<file path="src/rtl/condicionador_botoes_pkg.sv">
// rtl/condicionador_botoes_pkg.sv - shared types and helpers for the pushbutton conditioner
package botoes_pkg;

    localparam int NUM_CORES = 4;

    typedef enum logic [1:0] {
        VERMELHO = 2'd0,
        AZUL     = 2'd1,
        AMARELO  = 2'd2,
        VERDE    = 2'd3
    } cor_t;

    typedef enum logic {
        OCIOSO        = 1'b0,
        ESPERA_SOLTAR = 1'b1
    } estado_botoes_t;

    function automatic logic eh_one_hot(input logic [NUM_CORES-1:0] v);
        int n;
        n = 0;
        for (int i = 0; i < NUM_CORES; i++) begin
            n = n + int'(v[i]);
        end
        return (n == 1);
    endfunction

    // Only meaningful for a one-hot vector; callers check that first.
    function automatic cor_t codifica_cor(input logic [NUM_CORES-1:0] v);
        cor_t c;
        c = VERMELHO;
        if (v[1]) c = AZUL;
        if (v[2]) c = AMARELO;
        if (v[3]) c = VERDE;
        return c;
    endfunction

endpackage

</file>
<file path="src/rtl/condicionador_botoes_if.sv">
// rtl/condicionador_botoes_if.sv - raw key pins and conditioned pulses toward the game FSM
interface condicionador_botoes_if;
    import botoes_pkg::*;

    logic [NUM_CORES-1:0] btn_cor_raw;
    logic                 btn_iniciar_raw;
    logic                 btn_ultima_raw;

    logic                 Bot_Vermelho;
    logic                 Bot_Azul;
    logic                 Bot_Amarelo;
    logic                 Bot_Verde;
    logic [1:0]           cor_codigo;
    logic                 Iniciar_Jogo;
    logic                 Bot_Ultima_Sequencia;
    logic                 erro_multiplo;

    modport master (
        output btn_cor_raw, btn_iniciar_raw, btn_ultima_raw,
        input  Bot_Vermelho, Bot_Azul, Bot_Amarelo, Bot_Verde, cor_codigo,
               Iniciar_Jogo, Bot_Ultima_Sequencia, erro_multiplo
    );

    modport slave (
        input  btn_cor_raw, btn_iniciar_raw, btn_ultima_raw,
        output Bot_Vermelho, Bot_Azul, Bot_Amarelo, Bot_Verde, cor_codigo,
               Iniciar_Jogo, Bot_Ultima_Sequencia, erro_multiplo
    );

endinterface

</file>
<file path="src/rtl/condicionador_botoes_debouncer.sv">
// rtl/condicionador_botoes_debouncer.sv - per-key polarity fix, 2-flop sync, debounce counter, rise detect
module debouncer_botao #(
    parameter int DEBOUNCE_CYCLES = 500000,
    parameter int ATIVO_BAIXO     = 1
) (
    input  logic clock,
    input  logic reset,
    input  logic raw,
    output logic nivel,
    output logic pulso_subida
);

    localparam int   CW      = $clog2(DEBOUNCE_CYCLES + 1);
    localparam logic INVERTE = (ATIVO_BAIXO != 0);

    logic          pressionado;
    logic          sync_0;
    logic          sync_1;
    logic          nivel_ant;
    logic [CW-1:0] contador;

    // Internally 1 means pressed, so the sync flops reset to the released level 0.
    assign pressionado = raw ^ INVERTE;

    always_ff @(posedge clock) begin
        if (reset) begin
            sync_0    <= 1'b0;
            sync_1    <= 1'b0;
            nivel     <= 1'b0;
            nivel_ant <= 1'b0;
            contador  <= '0;
        end else begin
            sync_0    <= pressionado;
            sync_1    <= sync_0;
            nivel_ant <= nivel;
            if (sync_1 != nivel) begin
                if (contador == CW'(DEBOUNCE_CYCLES - 1)) begin
                    nivel    <= sync_1;
                    contador <= '0;
                end else begin
                    contador <= contador + CW'(1);
                end
            end else begin
                contador <= '0;
            end
        end
    end

    assign pulso_subida = nivel & ~nivel_ant;

endmodule

</file>
<file path="src/rtl/condicionador_botoes.sv">
// rtl/condicionador_botoes.sv - key conditioner top; MULTI_PRESS_ERR_EN enables the erro_multiplo pulse
module condicionador_botoes
    import botoes_pkg::*;
#(
    parameter int DEBOUNCE_CYCLES = 500000,
    parameter int ATIVO_BAIXO     = 1
) (
    input logic                  clock,
    input logic                  reset,
    condicionador_botoes_if.slave bus
);

    logic [NUM_CORES-1:0] nivel_cor;
    logic [NUM_CORES-1:0] press_cor;
    logic                 press_ini;
    logic                 press_ult;
    logic [1:0]           nivel_ctrl_unused;

    estado_botoes_t       estado;
    logic [NUM_CORES-1:0] bot_pulso;
    logic [1:0]           cor_reg;
    logic                 ini_reg;
    logic                 ult_reg;
    logic                 erro_rej;

    for (genvar i = 0; i < NUM_CORES; i++) begin : g_cor
        debouncer_botao #(
            .DEBOUNCE_CYCLES(DEBOUNCE_CYCLES),
            .ATIVO_BAIXO    (ATIVO_BAIXO)
        ) u_deb (
            .clock       (clock),
            .reset       (reset),
            .raw         (bus.btn_cor_raw[i]),
            .nivel       (nivel_cor[i]),
            .pulso_subida(press_cor[i])
        );
    end

    debouncer_botao #(
        .DEBOUNCE_CYCLES(DEBOUNCE_CYCLES),
        .ATIVO_BAIXO    (ATIVO_BAIXO)
    ) u_deb_iniciar (
        .clock       (clock),
        .reset       (reset),
        .raw         (bus.btn_iniciar_raw),
        .nivel       (nivel_ctrl_unused[0]),
        .pulso_subida(press_ini)
    );

    debouncer_botao #(
        .DEBOUNCE_CYCLES(DEBOUNCE_CYCLES),
        .ATIVO_BAIXO    (ATIVO_BAIXO)
    ) u_deb_ultima (
        .clock       (clock),
        .reset       (reset),
        .raw         (bus.btn_ultima_raw),
        .nivel       (nivel_ctrl_unused[1]),
        .pulso_subida(press_ult)
    );

    // Control keys bypass the colour FSM; all pulses share the same output register stage.
    always_ff @(posedge clock) begin
        if (reset) begin
            estado    <= OCIOSO;
            bot_pulso <= '0;
            cor_reg   <= 2'd0;
            ini_reg   <= 1'b0;
            ult_reg   <= 1'b0;
            erro_rej  <= 1'b0;
        end else begin
            bot_pulso <= '0;
            erro_rej  <= 1'b0;
            ini_reg   <= press_ini;
            ult_reg   <= press_ult;
            case (estado)
                OCIOSO: begin
                    if (press_cor != '0) begin
                        estado <= ESPERA_SOLTAR;
                        if (eh_one_hot(nivel_cor)) begin
                            bot_pulso <= nivel_cor;
                            cor_reg   <= codifica_cor(nivel_cor);
                        end else begin
                            erro_rej  <= 1'b1;
                        end
                    end
                end
                ESPERA_SOLTAR: begin
                    if (nivel_cor == '0) begin
                        estado <= OCIOSO;
                    end
                end
                default: estado <= OCIOSO;
            endcase
        end
    end

    assign bus.Bot_Vermelho         = bot_pulso[VERMELHO];
    assign bus.Bot_Azul             = bot_pulso[AZUL];
    assign bus.Bot_Amarelo          = bot_pulso[AMARELO];
    assign bus.Bot_Verde            = bot_pulso[VERDE];
    assign bus.cor_codigo           = cor_reg;
    assign bus.Iniciar_Jogo         = ini_reg;
    assign bus.Bot_Ultima_Sequencia = ult_reg;

`ifdef MULTI_PRESS_ERR_EN
    assign bus.erro_multiplo = erro_rej;
`else
    logic erro_rej_unused;
    assign erro_rej_unused   = erro_rej;
    assign bus.erro_multiplo = 1'b0;
`endif

endmodule

</file>
<file path="src/flat_wrapper.sv">
// flat-port wrapper written by rule: the top's interface ports become plain ports
module condicionador_botoes_flat import botoes_pkg::*;
#(
    parameter int DEBOUNCE_CYCLES = 500000,
    parameter int ATIVO_BAIXO     = 1
)
  (clock, reset, bus_btn_cor_raw, bus_btn_iniciar_raw, bus_btn_ultima_raw, bus_Bot_Vermelho, bus_Bot_Azul, bus_Bot_Amarelo, bus_Bot_Verde, bus_cor_codigo, bus_Iniciar_Jogo, bus_Bot_Ultima_Sequencia, bus_erro_multiplo);
  condicionador_botoes_if bus_i ();
  input logic clock;
  input logic reset;
  input wire logic [$bits(bus_i.btn_cor_raw)-1:0] bus_btn_cor_raw;
  input wire logic [$bits(bus_i.btn_iniciar_raw)-1:0] bus_btn_iniciar_raw;
  input wire logic [$bits(bus_i.btn_ultima_raw)-1:0] bus_btn_ultima_raw;
  output wire logic [$bits(bus_i.Bot_Vermelho)-1:0] bus_Bot_Vermelho;
  output wire logic [$bits(bus_i.Bot_Azul)-1:0] bus_Bot_Azul;
  output wire logic [$bits(bus_i.Bot_Amarelo)-1:0] bus_Bot_Amarelo;
  output wire logic [$bits(bus_i.Bot_Verde)-1:0] bus_Bot_Verde;
  output wire logic [$bits(bus_i.cor_codigo)-1:0] bus_cor_codigo;
  output wire logic [$bits(bus_i.Iniciar_Jogo)-1:0] bus_Iniciar_Jogo;
  output wire logic [$bits(bus_i.Bot_Ultima_Sequencia)-1:0] bus_Bot_Ultima_Sequencia;
  output wire logic [$bits(bus_i.erro_multiplo)-1:0] bus_erro_multiplo;
  assign bus_i.btn_cor_raw = bus_btn_cor_raw;
  assign bus_i.btn_iniciar_raw = bus_btn_iniciar_raw;
  assign bus_i.btn_ultima_raw = bus_btn_ultima_raw;
  assign bus_Bot_Vermelho = bus_i.Bot_Vermelho;
  assign bus_Bot_Azul = bus_i.Bot_Azul;
  assign bus_Bot_Amarelo = bus_i.Bot_Amarelo;
  assign bus_Bot_Verde = bus_i.Bot_Verde;
  assign bus_cor_codigo = bus_i.cor_codigo;
  assign bus_Iniciar_Jogo = bus_i.Iniciar_Jogo;
  assign bus_Bot_Ultima_Sequencia = bus_i.Bot_Ultima_Sequencia;
  assign bus_erro_multiplo = bus_i.erro_multiplo;
  condicionador_botoes #(.DEBOUNCE_CYCLES(DEBOUNCE_CYCLES), .ATIVO_BAIXO(ATIVO_BAIXO)) u_core (.clock(clock), .reset(reset), .bus(bus_i));
endmodule
</file>
<file path="config.mk">
export PLATFORM = sky130hd
export DESIGN_NAME = condicionador_botoes_flat
export DESIGN_NICKNAME = d
export VERILOG_FILES = /design/src/rtl/condicionador_botoes_pkg.sv /design/src/rtl/condicionador_botoes_if.sv /design/src/rtl/condicionador_botoes_debouncer.sv /design/src/rtl/condicionador_botoes.sv /design/src/flat_wrapper.sv
export SDC_FILE = /design/constraint.sdc
export NUM_CORES = 1
export LEC_CHECK = 0
export CAP_MARGIN = 5
export CORE_MARGIN = 5
export CORE_UTILIZATION = 66
export DETAILED_ROUTE_END_ITERATION = 7
export PLACE_DENSITY = 0.85
export SLEW_MARGIN = 20
export SYNTH_ARGS = -nofsm -noshare
export SYNTH_HDL_FRONTEND = slang
export SYNTH_SLANG_ARGS = --single-unit
</file>
<file path="constraint.sdc">
create_clock -name clock -period 5 [get_ports clock]
set_input_delay 0.5 -clock clock [delete_from_list [all_inputs] [get_ports clock]]
set_output_delay 0.5 -clock clock [all_outputs]
set_load 0.02 [all_outputs]
</file>
# [Word-level counts from Yosys, hierarchy flattened]
# Index checks and enable logic that the tools add are counted.
[totals] ff_bits=147 output_inout_bits=9 word_cells=106
[op_classes] addsub=9 n_eq_ne=13 n_mux=6 bitwise=27 reduce_logical=16
[op_table] op="$add A19 B1 Y19 const B" n=6
[op_table] op="$eq A19 B19 Y1 const B" n=6
[op_table] op="$add A32 B2 Y32" n=2
[op_table] op="$eq A32 B2 Y1 const B" n=1
[op_table] op="$not A1 Y1" n=21
[op_table] op="$reduce_or A3 Y1" n=6
[op_table] op="$reduce_and A2 Y1" n=6
[op_table] op="$and A1 B1 Y1" n=6
[op_table] op="$ne A1 B1 Y1" n=6
[op_table] op="$logic_not A4 Y1" n=1
[op_table] op="$mux W2" n=2
[op_table] op="$reduce_bool A4 Y1" n=1
[op_table] op="$reduce_or A4 Y1" n=1
[op_table] op="$mux W1" n=3
[op_table] op="$reduce_and A3 Y1" n=1
[op_table] op="$add A1 B1 Y2" n=1
[op_table] op="$pmux W1 S2" n=1

# [Longest topological paths before layout]
[depth] ltp_word=6 depth_mapped=10 mapped_depth_nobuf=10

# [Hierarchy]
# From an unflattened synthesis, not the netlist that was laid out.
[hier_totals] cells_unflattened=694 area_unflattened_um2=6371.1
[modules_own_cells] module="debouncer_botao" n_inst=6 cells_per_inst=109 area_each_um2=997.2 seq_area_each_um2=460.4
[modules_own_cells] module="condicionador_botoes" n_inst=1 cells_per_inst=40 area_each_um2=387.9 seq_area_each_um2=180.2

# [Worst setup path after synthesis]
# OpenSTA, ideal clock, no wires.
[synth_path] path_type="register -> register" startpoint="register u_core.g_cor[1].u_deb.nivel" endpoint="register u_core.cor_reg[0] (netlist: u_core.bus.cor_codigo[0])" setup_time_ps=128 arrival_time_ps=2061 path_slack_ps=2812 stages_incl_launch_ff=11 n_path_buf=0 period_less_slack_ps=2188 path_cell_list="dfxtp_1 inv_1 ha_1 inv_1 fa_1 inv_1 ha_1 nor4_1 o41ai_2 mux2i_1 nor2_1"
[synth_via] elab_chain_len=5
[synth_lines] item="start, declared" line="condicionador_botoes_debouncer.sv:9" rtl="output logic nivel,"
[synth_lines] item="start signal, assigned" line="condicionador_botoes_debouncer.sv:38" rtl="nivel <= sync_1;"
[synth_lines] item="$add A1 B1 Y2" line="condicionador_botoes_pkg.sv:22" rtl="n = n + int'(v[i]);"
[synth_lines] item="$add A32 B2 Y32 (2 in series)" line="condicionador_botoes_pkg.sv:22"
[synth_lines] item="$eq A32 B2 Y1" line="condicionador_botoes_pkg.sv:24" rtl="return (n == 1);"
[synth_lines] item="$reduce_and A3 Y1 (no line)"
[synth_lines] item="end signal, assigned" line="condicionador_botoes.sv:81" rtl="cor_reg <= codifica_cor(nivel_cor);"
[synth_lines] item="end, declared" line="condicionador_botoes.sv:21" rtl="logic [1:0] cor_reg;"
# Several ways; a longest one is shown, not always the timed one.
# A chain may end at the register's enable or synchronous reset.

# [Worst setup path after layout]
[layout_path] startpoint="register u_core.g_cor[1].u_deb.nivel" endpoint="register u_core.cor_reg[1] (netlist: u_core.bus.cor_codigo[1])"
[layout_via] elab_chain_len=5
[layout_lines] item="$add A1 B1 Y2" line="condicionador_botoes_pkg.sv:22"
[layout_lines] item="$add A32 B2 Y32 (2 in series)" line="condicionador_botoes_pkg.sv:22"
[layout_lines] item="$eq A32 B2 Y1" line="condicionador_botoes_pkg.sv:24"
[layout_lines] item="$reduce_and A3 Y1 (no line) (*)"
# Mark *: on every way between the ends. The rest lies on a longest branch, timed or not.

==> flow_summary.toml <==
[global_route]
grt_pass1_vias = 4930
grt_pass1_wl_um = 22000
gr-total-overflow = 0
grt_max_degree = 21
antenna_found_initial = 0
grt_use_total_pct = 23.1

[sta]
worstMarginPinSlew_ps = 1050
fin_worst_skew_ps = 4.62
fmax_ghz = 0.382
finalSetupViolCount = 0
fin_crit_ps = 2620
layout_worst_path_cycle_share_pct = 52.3
tns_ps = 0
max-slew-margin-rel_pct = 30.0
rsz0062_at_grt = "no"
final_hold_viol_count = 0
report.final.slew_viol_count = 0

[worst_setup_path]
critical_path_class = "flip-flop to flip-flop"
cp_top_family = "adder cells"
cp_num_buf_inv = 3
cp_slowest_cell = "nor4_1"
path_cells = "inv_1 -> ha_1 -> inv_1 -> fa_1 -> inv_1 -> ha_1 -> nor4_1 -> o41ai_2 -> mux2i_1 -> nor2_1"
crit_arrival_ps = 3000
crit_fanout = 6
path_depth = 10
critical_path.endpoint_type = "flip-flop"
crit_required_ps = 5380
path_common_cell = "inv_1"
critical-path-max-stage-delay_ps = 430
rr_worst_depth = 10
critPathLaunchType = "flip-flop"

[die]
die-area_sq_um = 11900
start_util_pct = 66.8
rows = 36
die_h_um = 109
io_pins = 17
die_x_um = 109
core_area_sq_um = 9680

[synthesis]
synth_top_area_share_pct = 45.5
yosys.cell_types.count = 50
yosys_warnings = 0
syn_inst = 720
yosys_most_used_dff = "dfxtp_1"
synth_most_common_cell = "dfxtp_1"
synth_edf_count = 0
syn_avg_cell_area_sq_um = 8.98
synthTopCellsByArea = "dfxtp_1, xnor2_1, nor2_1"
ys_seq_area_share_pct = 45.5
synth_top_area_cell = "dfxtp_1"
synth_common_cells = "dfxtp_1, nor2_1, xnor2_1"
synth-seq-cells = 147
ys_async_sr_fraction_pct = 0
mappedNetlistArea_sq_um = 6470
syn_nets = 738

[clock_tree]
cts_root_buf = "clkbuf_8"
htreeDepth = 4
cts_buffers = 17
cts_resized = 0
cts_sinks = 147
hold_buffers = 0
postCtsSetupBuffers = 0
clkTransAtPathRegs_ps = 60
clk_path_buf_depth = 2
insertion_delay_ps = 530
tritoncts = "built"

[power_and_ir_drop]
internal_power_mw = 1.84
p_clk_share_pct = 47.9
leakagePower_nw = 2.25
worst_ir_drop_vdd_uv = 251
power.density_nw_per_um2 = 321
power_frac_comb_pct = 1.2
switchingPower_uw = 480
seqPwrFrac_pct = 50.9
p_total_mw = 2.32
switching_share_pct = 20.7

[final_layout]
antenna_cells = 0
drive_gt1_share_pct = 6.30
area_delta_synth_final_pct = 11.6
fin_nets = 753

[job]
drv_cap = 0

[hold_path]
holdPathStages = 1
hp-class = "flip-flop to flip-flop"

[placed_design]
gp_congestion = 0.880
dpl.hpwl_um = 8430
numPortBuffers = 15

[run_status]
status = "finished, final reports clean"

[routing]
post_drt_wl_per_cell_um = 14.2
drc_errors = 0
ant_nets = 0
vias = 5080
wirelength_um = 12500
viasPerCell = 5.78
drt-pass1-iter-count = 4
drtIter0Drc = 246
## worst reg2reg max path, cell delays in order (launching register included)
cell,delay [ps]
dfxtp_1,400
inv_1,120
ha_1,300
inv_1,50
fa_1,360
inv_1,60
ha_1,210
nor4_1,430
o41ai_2,280
mux2i_1,200
nor2_1,60
## logic make-up (layout without fill, tap and decap cells)
| logic type | after synthesis | in the layout | share of synthesized area, % |
|---|---|---|---|
| and+or+nand+nor | 377 | 377 | 31.4 |
| other | 1 | 1 | 0.0580 |
| adders and majority gates | 10 | 10 | 2.05 |
| buffers and inverters | 46 | 72 | 2.94 |
| AOI/OAI and AO/OA | 30 | 30 | 3.00 |
| xor gates and xnor gates | 94 | 94 | 12.7 |
| muxes | 15 | 15 | 2.34 |
| DFF | 147 | 147 | 45.5 |
## area by class of cell
cell class | instances | area (sq um)
well taps | 133 | 166
flip-flops and latches | 147 | 2940
fillers | 715 | 2470
repair buffers | 16 | 158
inverters | 26 | 97.6
clock inverters | 10 | 87.6
multi-input cells | 527 | 3340
clock buffers | 20 | 425
## layer usage
metal | up-vias | GRT usage (%) | routed length, um | share of wire (%)
met5 | - | 0 | 0 | 0
met4 | 0 | 8.84 | 220 | 1.8
met1 | 2415 | 27.6 | 5560 | 44
li1 | 2537 | - | - | -
met3 | 23 | 5.68 | 450 | 3.6
met2 | 105 | 39.9 | 6260 | 50
## through the flow
| step | utilization, % | instances | area (sq um) | hold slack, ps | setup WS [ps] |
|---|---|---|---|---|---|
| floorplan | - | 720 | 6470 | 368 | 2810 |
| global placement | 69.2 | 849 | 6700 | 371 | 2330 |
| detailed placement | 69.2 | 849 | 6700 | 381 | 2250 |
| CTS | 74.5 | 879 | 7210 | 390 | 2440 |
| global route | 74.5 | 879 | 7220 | 412 | 2200 |
| finish | 74.5 | 879 | 7220 | 385 | 2380 |
## power groups by stage
stage          Clock (mW)  Combinational, mW  Sequential (mW)
4_1_cts              1.12             0.0269             1.18
3_5_place_dp            0             0.0268             1.21
3_3_place_gp            0             0.0257             1.21
5_1_grt              1.18             0.0299             1.18
6_report             1.11             0.0269             1.18
2_1_floorplan           0             0.0182             1.21
## path summary, 6_finish.rpt
path	startpoint	slack [ps]	endpoint
max	u_core.g_cor[1].u_deb.nivel$_SDFFE_PP0P_	2380	u_core.bus.cor_codigo[1]$_SDFFE_PP0P_
min	u_core.u_deb_iniciar.nivel_ant$_SDFF_PP0_	380	u_core.bus.Iniciar_Jogo$_SDFF_PP0_
max reg2reg	u_core.g_cor[1].u_deb.nivel$_SDFFE_PP0P_	2380	u_core.bus.cor_codigo[1]$_SDFFE_PP0P_
min reg2reg	u_core.u_deb_iniciar.nivel_ant$_SDFF_PP0_	380	u_core.bus.Iniciar_Jogo$_SDFF_PP0_
## layout by cell type, fill, tap and decap left out, types with 3 or more instances in the layout
cell               n
and2_1             3
dfxtp_1          147
and4_1            11
mux2i_1           14
nor4b_1           11
and3_1             5
nor2b_1           12
clkbuf_16         16
nor2_1           135
clkdlybuf4s50_1   15
nor4bb_1           3
nand3_1           36
a21oi_1           11
clkbuf_1           3
xnor2_1           61
o21ai_0            6
nand2b_1           7
inv_1             26
nor4_1            34
clkinv_2           5
nor3_1            24
nand2_1           37
ha_1               9
xor2_1            33
nand4_1           34
nor4_2             4
o41ai_1            3
or4_1              4
## state kept, by name (all words and copies together) (netlist names), 4 cells and up
| signal | count |
|---|---|
| u_core.g_cor.u_deb.contador | 76 |
| u_core.bot_pulso | 4 |
| u_core.u_deb_ultima.contador | 19 |
| u_core.g_cor.u_deb.nivel_ant | 4 |
| u_core.u_deb_iniciar.contador | 19 |
| u_core.g_cor.u_deb.sync_0 | 4 |
| u_core.g_cor.u_deb.nivel | 4 |
| u_core.g_cor.u_deb.sync_1 | 4 |
Power figures use the tool's default switching activity.
